### src/rtl/m68k_bus_arbiter_pkg.sv
// Shared definitions for the 68000 bus arbiter: FSM states, reported state codes,
// register map addresses and the REG_STATUS field position of arb_state.
package m68k_bus_arbiter_pkg;

  typedef enum logic [2:0] {
    ST_OWN,
    ST_PEND,
    ST_GRANT,
    ST_MASTER,
    ST_RECLAIM
  } arb_fsm_e;

  localparam logic [1:0] ARB_OWN    = 2'd0;
  localparam logic [1:0] ARB_PEND   = 2'd1;
  localparam logic [1:0] ARB_GRANT  = 2'd2;
  localparam logic [1:0] ARB_MASTER = 2'd3;

  localparam logic [7:0] REG_CTRL   = 8'h00;
  localparam logic [7:0] REG_STATUS = 8'h04;
  localparam logic [7:0] REG_ADDR   = 8'h08;
  localparam logic [7:0] REG_DATA   = 8'h0C;

  localparam int unsigned REG_STATUS_ARB_LSB = 8;
  localparam int unsigned REG_STATUS_ARB_MSB = 9;

  // RECLAIM is transient and reports as OWN to software.
  function automatic logic [1:0] arb_code(input arb_fsm_e s);
    logic [1:0] code;
    code = ARB_OWN;
    case (s)
      ST_PEND:   code = ARB_PEND;
      ST_GRANT:  code = ARB_GRANT;
      ST_MASTER: code = ARB_MASTER;
      default:   code = ARB_OWN;
    endcase
    return code;
  endfunction

endpackage

### src/rtl/m68k_bus_arbiter_sync2.sv
// Two-flop synchroniser with asynchronous active-low reset to 1; suits active-low
// 68000 bus strobes (BR_n, BGACK_n, IPL, RESET).
module m68k_bus_arbiter_sync2 (
  input  logic clk,
  input  logic rst_n,
  input  logic d,
  output logic q
);

  logic meta_q, meta_d;
  logic sync_q, sync_d;

  always_comb begin
    meta_d = d;
    sync_d = meta_q;
  end

  always_ff @(posedge clk or negedge rst_n) begin
    if (!rst_n) begin
      meta_q <= 1'b1;
      sync_q <= 1'b1;
    end else begin
      meta_q <= meta_d;
      sync_q <= sync_d;
    end
  end

  assign q = sync_q;

endmodule

### src/rtl/m68k_bus_arbiter.sv
// 68000 BR_n/BG_n/BGACK_n arbiter between the Pi transaction engine and an external
// bus master. Optional grant timeout enabled by defining ARB_GRANT_TIMEOUT_EN.
module m68k_bus_arbiter
  import m68k_bus_arbiter_pkg::*;
#(
  parameter int unsigned GRANT_TIMEOUT = 16,
  parameter int unsigned MIN_OWN       = 2,
  parameter int unsigned CNT_W         = 5
) (
  input  logic       PI_CLK,
  input  logic       RST_n,
  input  logic       c7m_rising,
  input  logic       c7m_falling,
  input  logic       M68K_BR_n,
  input  logic       M68K_BGACK_n,
  input  logic       txn_active,
  input  logic       cpu_reset,
  output logic       M68K_BG_n,
  output logic       bus_owned,
  output logic       drive_en,
  output logic [1:0] arb_state
);

  localparam logic [CNT_W-1:0] CNT_SAT =
    CNT_W'((GRANT_TIMEOUT > MIN_OWN) ? GRANT_TIMEOUT : MIN_OWN);
  localparam logic [CNT_W-1:0] MIN_OWN_C = CNT_W'(MIN_OWN);

  logic br_s, bgack_s;

  m68k_bus_arbiter_sync2 u_sync_br (
    .clk   (PI_CLK),
    .rst_n (RST_n),
    .d     (M68K_BR_n),
    .q     (br_s)
  );

  m68k_bus_arbiter_sync2 u_sync_bgack (
    .clk   (PI_CLK),
    .rst_n (RST_n),
    .d     (M68K_BGACK_n),
    .q     (bgack_s)
  );

  arb_fsm_e         state_q, state_d;
  logic [CNT_W-1:0] cnt_q, cnt_d, cnt_inc;
  logic             rise_seen_q, rise_seen_d;
  logic             bg_n_q, bg_n_d;
  logic             bus_owned_q, bus_owned_d;
  logic             drive_en_q, drive_en_d;
  logic [1:0]       arb_state_q, arb_state_d;

  always_comb begin
    state_d     = state_q;
    cnt_d       = cnt_q;
    rise_seen_d = rise_seen_q;
    cnt_inc     = (cnt_q >= CNT_SAT) ? CNT_SAT : cnt_q + CNT_W'(1);

    case (state_q)
      ST_OWN: begin
        if (c7m_falling) begin
          cnt_d = cnt_inc;
          if (!br_s && bgack_s && (cnt_q >= MIN_OWN_C) && !cpu_reset)
            state_d = ST_PEND;
        end
      end
      ST_PEND: begin
        if (cpu_reset || br_s) begin
          state_d = ST_OWN;
        end else if (c7m_falling && !txn_active) begin
          state_d = ST_GRANT;
          cnt_d   = '0;
        end
      end
      ST_GRANT: begin
        rise_seen_d = 1'b0;
        if (cpu_reset) begin
          state_d = ST_OWN;
          cnt_d   = '0;
        end else if (c7m_falling) begin
          cnt_d = cnt_inc;
          if (!bgack_s)
            state_d = ST_MASTER;
          else if (br_s)
            state_d = ST_RECLAIM;
`ifdef ARB_GRANT_TIMEOUT_EN
          else if (cnt_inc >= CNT_W'(GRANT_TIMEOUT))
            state_d = ST_RECLAIM;
`endif
        end
      end
      ST_MASTER: begin
        rise_seen_d = 1'b0;
        if (c7m_falling && bgack_s)
          state_d = ST_RECLAIM;
      end
      ST_RECLAIM: begin
        // One full c7m cycle: a rising strobe must be seen before the falling one.
        if (c7m_falling && rise_seen_q) begin
          state_d     = ST_OWN;
          cnt_d       = '0;
          rise_seen_d = 1'b0;
        end else if (c7m_rising) begin
          rise_seen_d = 1'b1;
        end
      end
      default: begin
        state_d = ST_OWN;
        cnt_d   = '0;
      end
    endcase

    // Outputs are registered from the next state so they move on the same edge.
    bg_n_d      = (state_d != ST_GRANT);
    drive_en_d  = (state_d == ST_OWN) || (state_d == ST_PEND);
    bus_owned_d = (state_d == ST_OWN);
    arb_state_d = arb_code(state_d);
  end

  always_ff @(posedge PI_CLK or negedge RST_n) begin
    if (!RST_n) begin
      state_q     <= ST_OWN;
      cnt_q       <= '0;
      rise_seen_q <= 1'b0;
      bg_n_q      <= 1'b1;
      bus_owned_q <= 1'b1;
      drive_en_q  <= 1'b1;
      arb_state_q <= ARB_OWN;
    end else begin
      state_q     <= state_d;
      cnt_q       <= cnt_d;
      rise_seen_q <= rise_seen_d;
      bg_n_q      <= bg_n_d;
      bus_owned_q <= bus_owned_d;
      drive_en_q  <= drive_en_d;
      arb_state_q <= arb_state_d;
    end
  end

  assign M68K_BG_n = bg_n_q;
  assign bus_owned = bus_owned_q;
  assign drive_en  = drive_en_q;
  assign arb_state = arb_state_q;

endmodule

### config.mk
export PLATFORM = sky130hd
export DESIGN_NAME = m68k_bus_arbiter
export DESIGN_NICKNAME = d
export VERILOG_FILES = /design/src/rtl/m68k_bus_arbiter_pkg.sv /design/src/rtl/m68k_bus_arbiter_sync2.sv /design/src/rtl/m68k_bus_arbiter.sv
export SDC_FILE = /design/constraint.sdc
export NUM_CORES = 1
export LEC_CHECK = 0
export BUFFER_PORTS_ARGS = -buffer_cell sky130_fd_sc_hd__buf_2
export CORE_ASPECT_RATIO = 1.4
export CORE_MARGIN = 2
export CORE_UTILIZATION = 50
export DETAILED_ROUTE_END_ITERATION = 10
export PLACE_DENSITY_LB_ADDON = 0.12
export SETUP_SLACK_MARGIN = 0.02
export SYNTH_ARGS = -nofsm -noshare
export SYNTH_HDL_FRONTEND = slang
export SYNTH_SLANG_ARGS = --single-unit
### constraint.sdc
create_clock -name PI_CLK -period 3 [get_ports PI_CLK]
set_input_delay 0.45 -clock PI_CLK [delete_from_list [all_inputs] [get_ports PI_CLK]]
set_output_delay 0.45 -clock PI_CLK [all_outputs]
set_load 0.02 [all_outputs]
# Word-level counts from Yosys, hierarchy flattened
# Cells that the tools add are included.
[word_totals]
wordCells = 66
out_inout_bits = 5
ff_bits = 18
input_bits = 8
[classes]
magnitude_cmp = 2
addsub = 1
n_mux = 22
bitwise = 1
n_eq_ne = 12
n_reduce_logical = 17
[ops]
columns = ["operator", "n"]
rows = [
  ["3-bit two-way mux", 10],
  ["5-bit two-way mux", 6],
  ["5-bit one-hot mux with 5 select lines", 1],
  ["3-bit one-hot mux with 5 select lines", 1],
  ["3-bit by 2-bit equality test with 1-bit output, second input constant", 4],
  ["3-bit by 1-bit equality test with 1-bit output, second input constant", 2],
  ["1-bit logical AND", 6],
  ["3-bit logical NOT", 2],
  ["2-bit inequality test, second input constant", 3],
  ["2-bit one-hot mux with 3 select lines", 1],
  ["5-bit by 1-bit adder with 5-bit output, second input constant", 1],
  ["5-bit by 2-bit greater-or-equal comparator with 1-bit output, second input constant", 1],
  ["5-bit greater-or-equal comparator, second input constant", 1],
  ["4-bit AND reduction", 1],
  ["3-bit equality test, second input constant", 1],
  ["1-bit logical NOT", 3],
  ["3-bit by 2-bit inequality test with 1-bit output, second input constant", 1],
  ["3-bit inequality test, second input constant", 1],
  ["1-bit logical OR", 2],
  ["1-bit two-way mux", 2],
  ["1-bit one-hot mux with 2 select lines", 1],
  ["2-bit AND reduction", 1],
  ["2-bit nonzero test", 1],
  ["2-bit OR reduction", 1],
  ["1-bit NOT", 1],
]

# Depth between registers and ports, before layout
# Gate-level depths: netlist (run 1).
[logic_depth]
word_depth = 9
mapped_depth = 6
depth_no_buf = 5

# Cells and area by module
# From an unflattened synthesis (run 1), not the netlist that was laid out.
[hier_totals]
cells_unflattened = 84
hier_area_um2 = 868.3
[by_module_without_submodules]
columns = ["mod", "seq_area_each_um2", "instances", "cells_per_inst", "area_each_um2"]
rows = [
  ["m68k_bus_arbiter", 354.1, 1, 80, 763.2],
  ["m68k_bus_arbiter_sync2", 52.6, 2, 2, 52.6],
]

# Worst setup path after synthesis (run 1)
# No wires, ideal clock.
[synth_path]
kind = "in2reg"
from = "input port c7m_falling"
to = "register cnt_q[2]"
cell_stages = 6
path_buffers = 2
t_arrival_ps = 1385
path_slack_ps = 1533
setup_time_ps = 82
required_time_ps = 2918
cell_sequence = "buf_4 > nand2_2 > and3_4 > buf_6 > or3_1 > a31oi_1"
[synth_between]
elab_chain_len = 3
word_cells_on_any_way = 8
cone_classes = "eq/ne: 2; mux: 3; reduce/logical: 3"
[synth_rtl]
columns = ["item", "line_no", "source"]
rows = [
  ["start: declaration", "m68k_bus_arbiter.sv:13", "input logic c7m_falling,"],
  ["5-bit two-way mux (tied with other cells)", "n/a", ""],
  ["5-bit two-way mux / 2-bit inequality test (equally long branches)", "n/a", ""],
  ["5-bit one-hot mux with 5 select lines / 4-bit AND reduction (equally long branches)", "n/a", ""],
  ["end signal: assignment", "m68k_bus_arbiter.sv:130", "cnt_q <= cnt_d;"],
  ["end: declaration", "m68k_bus_arbiter.sv:45", "logic [CNT_W-1:0] cnt_q, cnt_d, cnt_inc;"],
]
# Several ways; a longest one is shown, not always the timed one.
# A chain may end at the register's enable or synchronous reset.

# Worst setup path after layout (run 1)
[layout_path]
from = "register cnt_q[0]"
to = "register cnt_q[2]"
[layout_between]
elab_chain_len = 5
word_cells_on_any_way = 6
cone_classes = "add/sub: 1; order compare: 1; mux: 4"
[layout_rtl]
columns = ["item", "line_no", "source"]
rows = [
  ["5-bit by 1-bit adder with 5-bit output / 5-bit greater-or-equal comparator (equally long branches)", "m68k_bus_arbiter.sv:56", "cnt_inc = (cnt_q >= CNT_SAT) ? CNT_SAT : cnt_q + CNT_W'(1);"],
  ["5-bit two-way mux (*)", "m68k_bus_arbiter.sv:56", ""],
  ["5-bit two-way mux (*)", "m68k_bus_arbiter.sv:60, m68k_bus_arbiter.sv:79", ""],
  ["5-bit two-way mux", "m68k_bus_arbiter.sv:76", "if (cpu_reset) begin"],
  ["5-bit one-hot mux with 5 select lines (*)", "m68k_bus_arbiter.sv:58", "case (state_q)"],
]
# Every way passes the cells marked *; elsewhere a longest branch is shown, timed or not.

==> results of run 1 <==
-- layout by cell type, fill, tap and decap left out, types with 2 or more instances in the layout --
cell type  count
inv_1          4
a21oi_1        4
nor3_2         2
nand2_1        5
nor2_1         5
nor2b_1        4
nand3_1        3
nor4b_1        2
ha_1           2
dfstp_2        7
nand4_1        3
o21ai_0        3
dfrtp_1       11
clkbuf_4       3
o31ai_1        5
or3_1          3
buf_2         12
and3_1         2
a31oi_1        2
-- critical path, delay by kind of cell (launching register included) --
family / cells / cell delay [ps]
AO/OA/AOI/OAI: 2 / 290
adder cells (fa/ha/maj): 1 / 220
flip-flops: 1 / 440
AND/OR/NAND/NOR: 2 / 570
-- power by group through the flow --
stage          registers (mW)  logic (mW)  clock network (mW)
6_report                0.353       0.166               0.143
5_1_grt                 0.364       0.192               0.154
4_1_cts                 0.354       0.169               0.145
3_5_place_dp            0.359       0.166                   0
3_3_place_gp            0.358       0.160                   0
2_1_floorplan           0.343       0.131                   0
-- cells by family after synthesis --
kind of cell / after synthesis / share of synthesized area [%]
adders and majority gates: 2 / 2.534
buffers and inverters: 8 / 5.703
DFF: 18 / 46.51
and+or+nand+nor: 42 / 29.28
AOI/OAI and AO/OA: 22 / 15.97
-- Yosys cell counts (2+ instances only) --
library cell,n,share of area [%]
nor2_1,5,1.9
a31oi_1,2,1.3
or3_1,3,1.9
a21oi_1,4,2.0
nand4_1,3,1.9
ha_1,2,2.5
dfrtp_1,11,28
nor4b_1,2,1.8
and3_1,2,1.3
nand2_1,5,1.9
o31ai_1,5,3.8
buf_6,3,3.4
inv_1,4,1.5
dfstp_2,7,19
o21ai_0,3,1.5
nor3_2,2,2.0
nor2b_1,4,2.5
nand3_1,3,1.5
-- sequential cells by signal (all words and copies together), names as in the netlist --
name	count
bus_owned	1
cnt_q	5
drive_en	1
arb_state	2
rise_seen_q	1
M68K_BG_n	1
u_sync_br.q	1
u_sync_br.meta_q	1
u_sync_bgack.meta_q	1
state_q	3
u_sync_bgack.q	1
-- stage by stage --
stage          power (mW)  utilization, %  std cells
3_5_place_dp       0.5249           54.28        121
2_1_floorplan      0.4741               -         92
6_report           0.6631           56.18        125
5_1_grt            0.7094           56.18        125
4_1_cts            0.6676           56.18        125
3_3_place_gp       0.5180           54.28        121
-- final cells by class --
class                   instances  area (um2)  share of cell area (%)
inverters                       4       15.01                   1.405
repair buffers                 12       60.06                   5.621
well taps                      21       26.28                   2.459
clock buffers                   4       36.28                   3.396
flip-flops and latches         18       459.2                   42.97
multi-input cells              66       471.7                   44.15
-- final timing paths --
check | startpoint | to | slack [ps]
max | cnt_q[0] | cnt_q[2] | 1410
min | RST_n | cnt_q[4] | 70
max reg2reg | cnt_q[0] | cnt_q[2] | 1410
min reg2reg | u_sync_br.meta_q | u_sync_br.q | 360
max in group asynchronous | RST_n | u_sync_br.q | 2620
min in group PI_CLK | M68K_BR_n | u_sync_br.meta_q | 250
-- routing by layer --
metal | share of wire [%] | GRT usage [%]
met5 | 0 | 0
met4 | 2.7 | 7.834
met3 | 2.7 | 3.537
met2 | 51 | 32.37
met1 | 44 | 21.23
==> impl_metrics.json, run 1 <==
{
  "coreArea_um2": 1902,
  "slowest_delay_ps": 440,
  "synth_cell_type_count": 40,
  "diodes": 0,
  "p_int_uw": 449.2,
  "ant_nets": 0,
  "end_kind": "flop",
  "remaining_drc_errors": 0,
  "hold_ws_ps": 65.12,
  "grt_pass1_vias": 777,
  "place_ws_ps": 1348,
  "finalInstanceArea_um2": 1069,
  "synth_ff_type": "dfrtp_1",
  "cts_setup_buffers": 0,
  "finalSetupViolations": 0,
  "num_rows": 19,
  "cts-buffers-inserted": 3,
  "start_util_pct": 51.91,
  "hold_class": "in2async",
  "ir_drop_mv": 0.3883,
  "drive_gt1_share_pct": 33.65,
  "slew_headroom_pct": 65.75,
  "grt_usage_pct": 18.36,
  "fmax_ghz": 0.6305,
  "p_leak_nw": 0.4703,
  "p_seq_share_pct": 53.3,
  "syn-cell-area_um2": 987.2,
  "dpl_cell_area_um2": 1032,
  "critPathRequiredTime_ps": 3210,
  "crit_chain": "ha_1, nor4bb_1, o21ai_0, or3_1, a31oi_1",
  "grt_first_pass_wirelength_mm": 3.346,
  "hold_viol": 0,
  "syn_inst": 92,
  "die_y_um": 56.58,
  "clockBufferDepth": 2,
  "status": "finished, final reports clean",
  "io_buffers": 12,
  "n_fill_cell": 175,
  "drt_wl_total_mm": 1.909,
  "yosys_warnings": 0,
  "area_growth_syn_to_layout_pct": 8.238,
  "wl_per_cell_um": 15.27,
  "ctsHoldBuffers": 0,
  "num_io_pins": 13,
  "fin_crit_sh_pct": 52.87,
  "p_sw_share_pct": 32.26,
  "drt-pass1-iter-count": 4,
  "worst_pin_slew_ps": 511.0,
  "grt-ovfl-total": 0,
  "cp_slowest_cell": "dfrtp_1",
  "clock_skew_ps": 1.902,
  "drt-initial-drc-count": 10,
  "cap_violations": 0,
  "critPathKind": "reg2reg",
  "nNetsFinal": 115,
  "setup_tns_ps": 0,
  "cts_sinks": 18,
  "async_flop_share_pct": 100.0,
  "cellPowerDensity_nw_per_um2": 620.6,
  "ctsResizeCount": 0,
  "grt_max_degree": 19,
  "rsz0062_at_grt": "false",
  "fin_crit_ps": 1586,
  "reg2reg_depth": 5,
  "arrival_ps": 1800,
  "combPwrFrac_pct": 25.1,
  "clkPwrFrac_pct": 21.6,
  "die_area_um2": 2351,
  "antenna_found_initial": 0,
  "slew_viol_final": 0,
  "synth_edf_count": 0,
  "worstPathMaxFanout": 5,
  "die_x_um": 41.56,
  "place.gp.congestion": 0.8283,
  "yosysSeqAreaShare_pct": 46.51,
  "hpwl_mm": 1.430,
  "worst_slack_ps": 1414,
  "clkSlewWorstSetupHoldPaths_ps": 90,
  "routed_via_density": 6.008,
  "num_vias": 751,
  "syn-num-nets": 102,
  "root_buffer": "clkbuf_4",
  "synth-seq-cells": 18,
  "p_sw_uw": 213.9,
  "worst_setup_path_start_kind": "flop",
  "avgSynthCellArea_um2": 10.73,
  "cts_tree": "yes",
  "worstSkewPairLatency_ps": 290,
  "htreeDepth": 1
}
No activity file was read; power rests on OpenSTA's default activity.
==> inputs of run 2 (changes only) <==
- clock period: 3 -> 1.4 ns (I/O delays scaled with it)
==> impl_metrics.json, run 2 (same netlist as run 1, synthesis figures left out) <==
{
  "busiest_layer": "met2",
  "coreArea_um2": 1902,
  "fmax_ghz": 0.6793,
  "grt_util_met2_pct": 41.74,
  "drt-pass1-iter-count": 4,
  "worst_setup_path_start_kind": "flop",
  "grt-ovfl-total": 0,
  "slowest_delay_ps": 490,
  "clock_skew_ps": 8.821,
  "die_y_um": 56.58,
  "critical_path.endpoint": "cnt_q[3]",
  "die_area_um2": 2351,
  "crit_chain": "nor2_2, buf_4, and3_4, or3_1, a31oi_1",
  "place.gp.congestion": 0.8641,
  "combPwrFrac_pct": 43.9,
  "slew_headroom_pct": 72.41,
  "fin_crit_ps": 1472,
  "p_sw_uw": 617.7,
  "place_ws_ps": -122.4,
  "worstSkewPairLatency_ps": 290,
  "antenna_found_initial": 0,
  "wl_per_cell_um": 17.46,
  "final_cell_mix": "buf_4 (23), buf_2 (12), buf_6 (10)",
  "gr-usage-met3_pct": 2.894,
  "diodes": 0,
  "r2r_end": "cnt_q[3]",
  "p_leak_nw": 0.6589,
  "grt_first_pass_wirelength_mm": 3.829,
  "crit_path_start": "state_q[1]",
  "reg2reg_depth": 5,
  "drive_gt1_share_pct": 62.86,
  "hold_viol": 0,
  "critPathRequiredTime_ps": 1610,
  "layout_commonest_cell": "buf_4",
  "hpwl_mm": 1.768,
  "r2r-start": "state_q[1]",
  "ant_nets": 0,
  "routed_via_density": 5.801,
  "hold_ws_ps": 328.4,
  "critPathKind": "reg2reg",
  "remaining_drc_errors": 0,
  "cap_violations": 0,
  "die_x_um": 41.56,
  "grt_usage_pct": 21.92,
  "largest_register_ffs": 5,
  "start_util_pct": 51.91,
  "end_kind": "flop",
  "met1_usage_pct": 21.43,
  "nNetsFinal": 151,
  "clkPwrFrac_pct": 14.9,
  "arrival_ps": 1680,
  "top_register": "cnt_q",
  "p_int_mw": 1.179,
  "area_growth_syn_to_layout_pct": 53.99,
  "worst_pin_slew_ps": 413.9,
  "p_sw_share_pct": 34.37,
  "slew_viol_final": 0,
  "power_mw": 1.797,
  "ir_drop_mv": 0.8963,
  "num_io_pins": 13,
  "grt_pass1_vias": 931,
  "status": "complete, but fails checks",
  "drt_wl_total_mm": 2.811,
  "root_buffer": "clkbuf_4",
  "io_buffers": 12,
  "cts_sinks": 18,
  "rsz0062_at_grt": "true",
  "htreeDepth": 1,
  "setup_tns_ps": -189.3,
  "drt-initial-drc-count": 23,
  "placed_cells": 147,
  "num_vias": 934,
  "violations": "setup timing",
  "worst_slack_ps": -72.19,
  "cellPowerDensity_nw_per_um2": 1182,
  "fin_crit_sh_pct": 105.2,
  "hold_class": "in2reg",
  "clockBufferDepth": 2,
  "cts-buffers-inserted": 3,
  "grt_max_degree": 19,
  "stdcell_count": 161,
  "p_seq_share_pct": 41.2,
  "finalSetupViolations": 6,
  "reg2reg_slack_ps": -70,
  "num_rows": 19,
  "cts_tree": "yes",
  "worstPathMaxFanout": 7,
  "clkSlewWorstSetupHoldPaths_ps": 100,
  "cp_slowest_cell": "dfrtp_2"
}
[run 2: timing repair]
action / 4_1_cts / 5_1_grt
setup buffers: 4 / 5
resized for setup: 11 / 28
endpoints found under the hold margin: 11 / 2
hold buffers: 1 / 2
pin swaps: 8 / 5
setup endpoints to repair: 9 / 9
[run 2: layout make-up]
| class | count | area, um2 |
|---|---|---|
| Clock buffer | 4 | 26.28 |
| Fill cell | 116 | 381.6 |
| Inverter | 4 | 17.52 |
| Multi-Input combinational cell | 66 | 613.1 |
| Sequential cell | 18 | 461.7 |
| Tap cell | 21 | 26.28 |
| Timing Repair Buffer | 48 | 375.4 |
[run 2: metal layers]
layer	part of all wire [%]	vias up
li1	-	437
met1	34	446
met2	56	30
met3	3.2	21
met4	7.4	0
met5	0	-
[run 2: worst min path at each step]
stage / startpoint / end / slack (ps) / cells past startpoint
2_1_floorplan: RST_n / arb_state[0] / -90 / 0
3_3_place_gp: RST_n / cnt_q[3] / 150 / 1
3_5_place_dp: RST_n / cnt_q[2] / 160 / 1
4_1_cts: M68K_BR_n / u_sync_br.meta_q / 5 / 1
5_1_grt: txn_active / arb_state[1] / 340 / 4
6_report: txn_active / arb_state[1] / 330 / 4
[run 2: through the flow]
step	cell area, um2	util (%)
after floorplan	989.7	-
after global placement	1230	64.67
after detailed placement	1230	64.67
after CTS	1338	70.33
after global routing	1520	79.93
final	1520	79.93
[run 2: power groups by stage]
stage                     sequential [mW]  combinational, mW  clock [mW]
final                               0.740              0.789       0.268
after global routing                0.753              0.856       0.296
after CTS                           0.739              0.609       0.275
after detailed placement            0.731              0.540           0
after global placement              0.728              0.518           0
after floorplan                     0.735              0.282           0
[run 2: critical path, delay by kind of cell (launching register included)]
kind	cells	cell delay [ps]
AO/OA/AOI/OAI	1	140
buffers and inverters	1	140
flip-flops	1	490
AND/OR/NAND/NOR	3	620
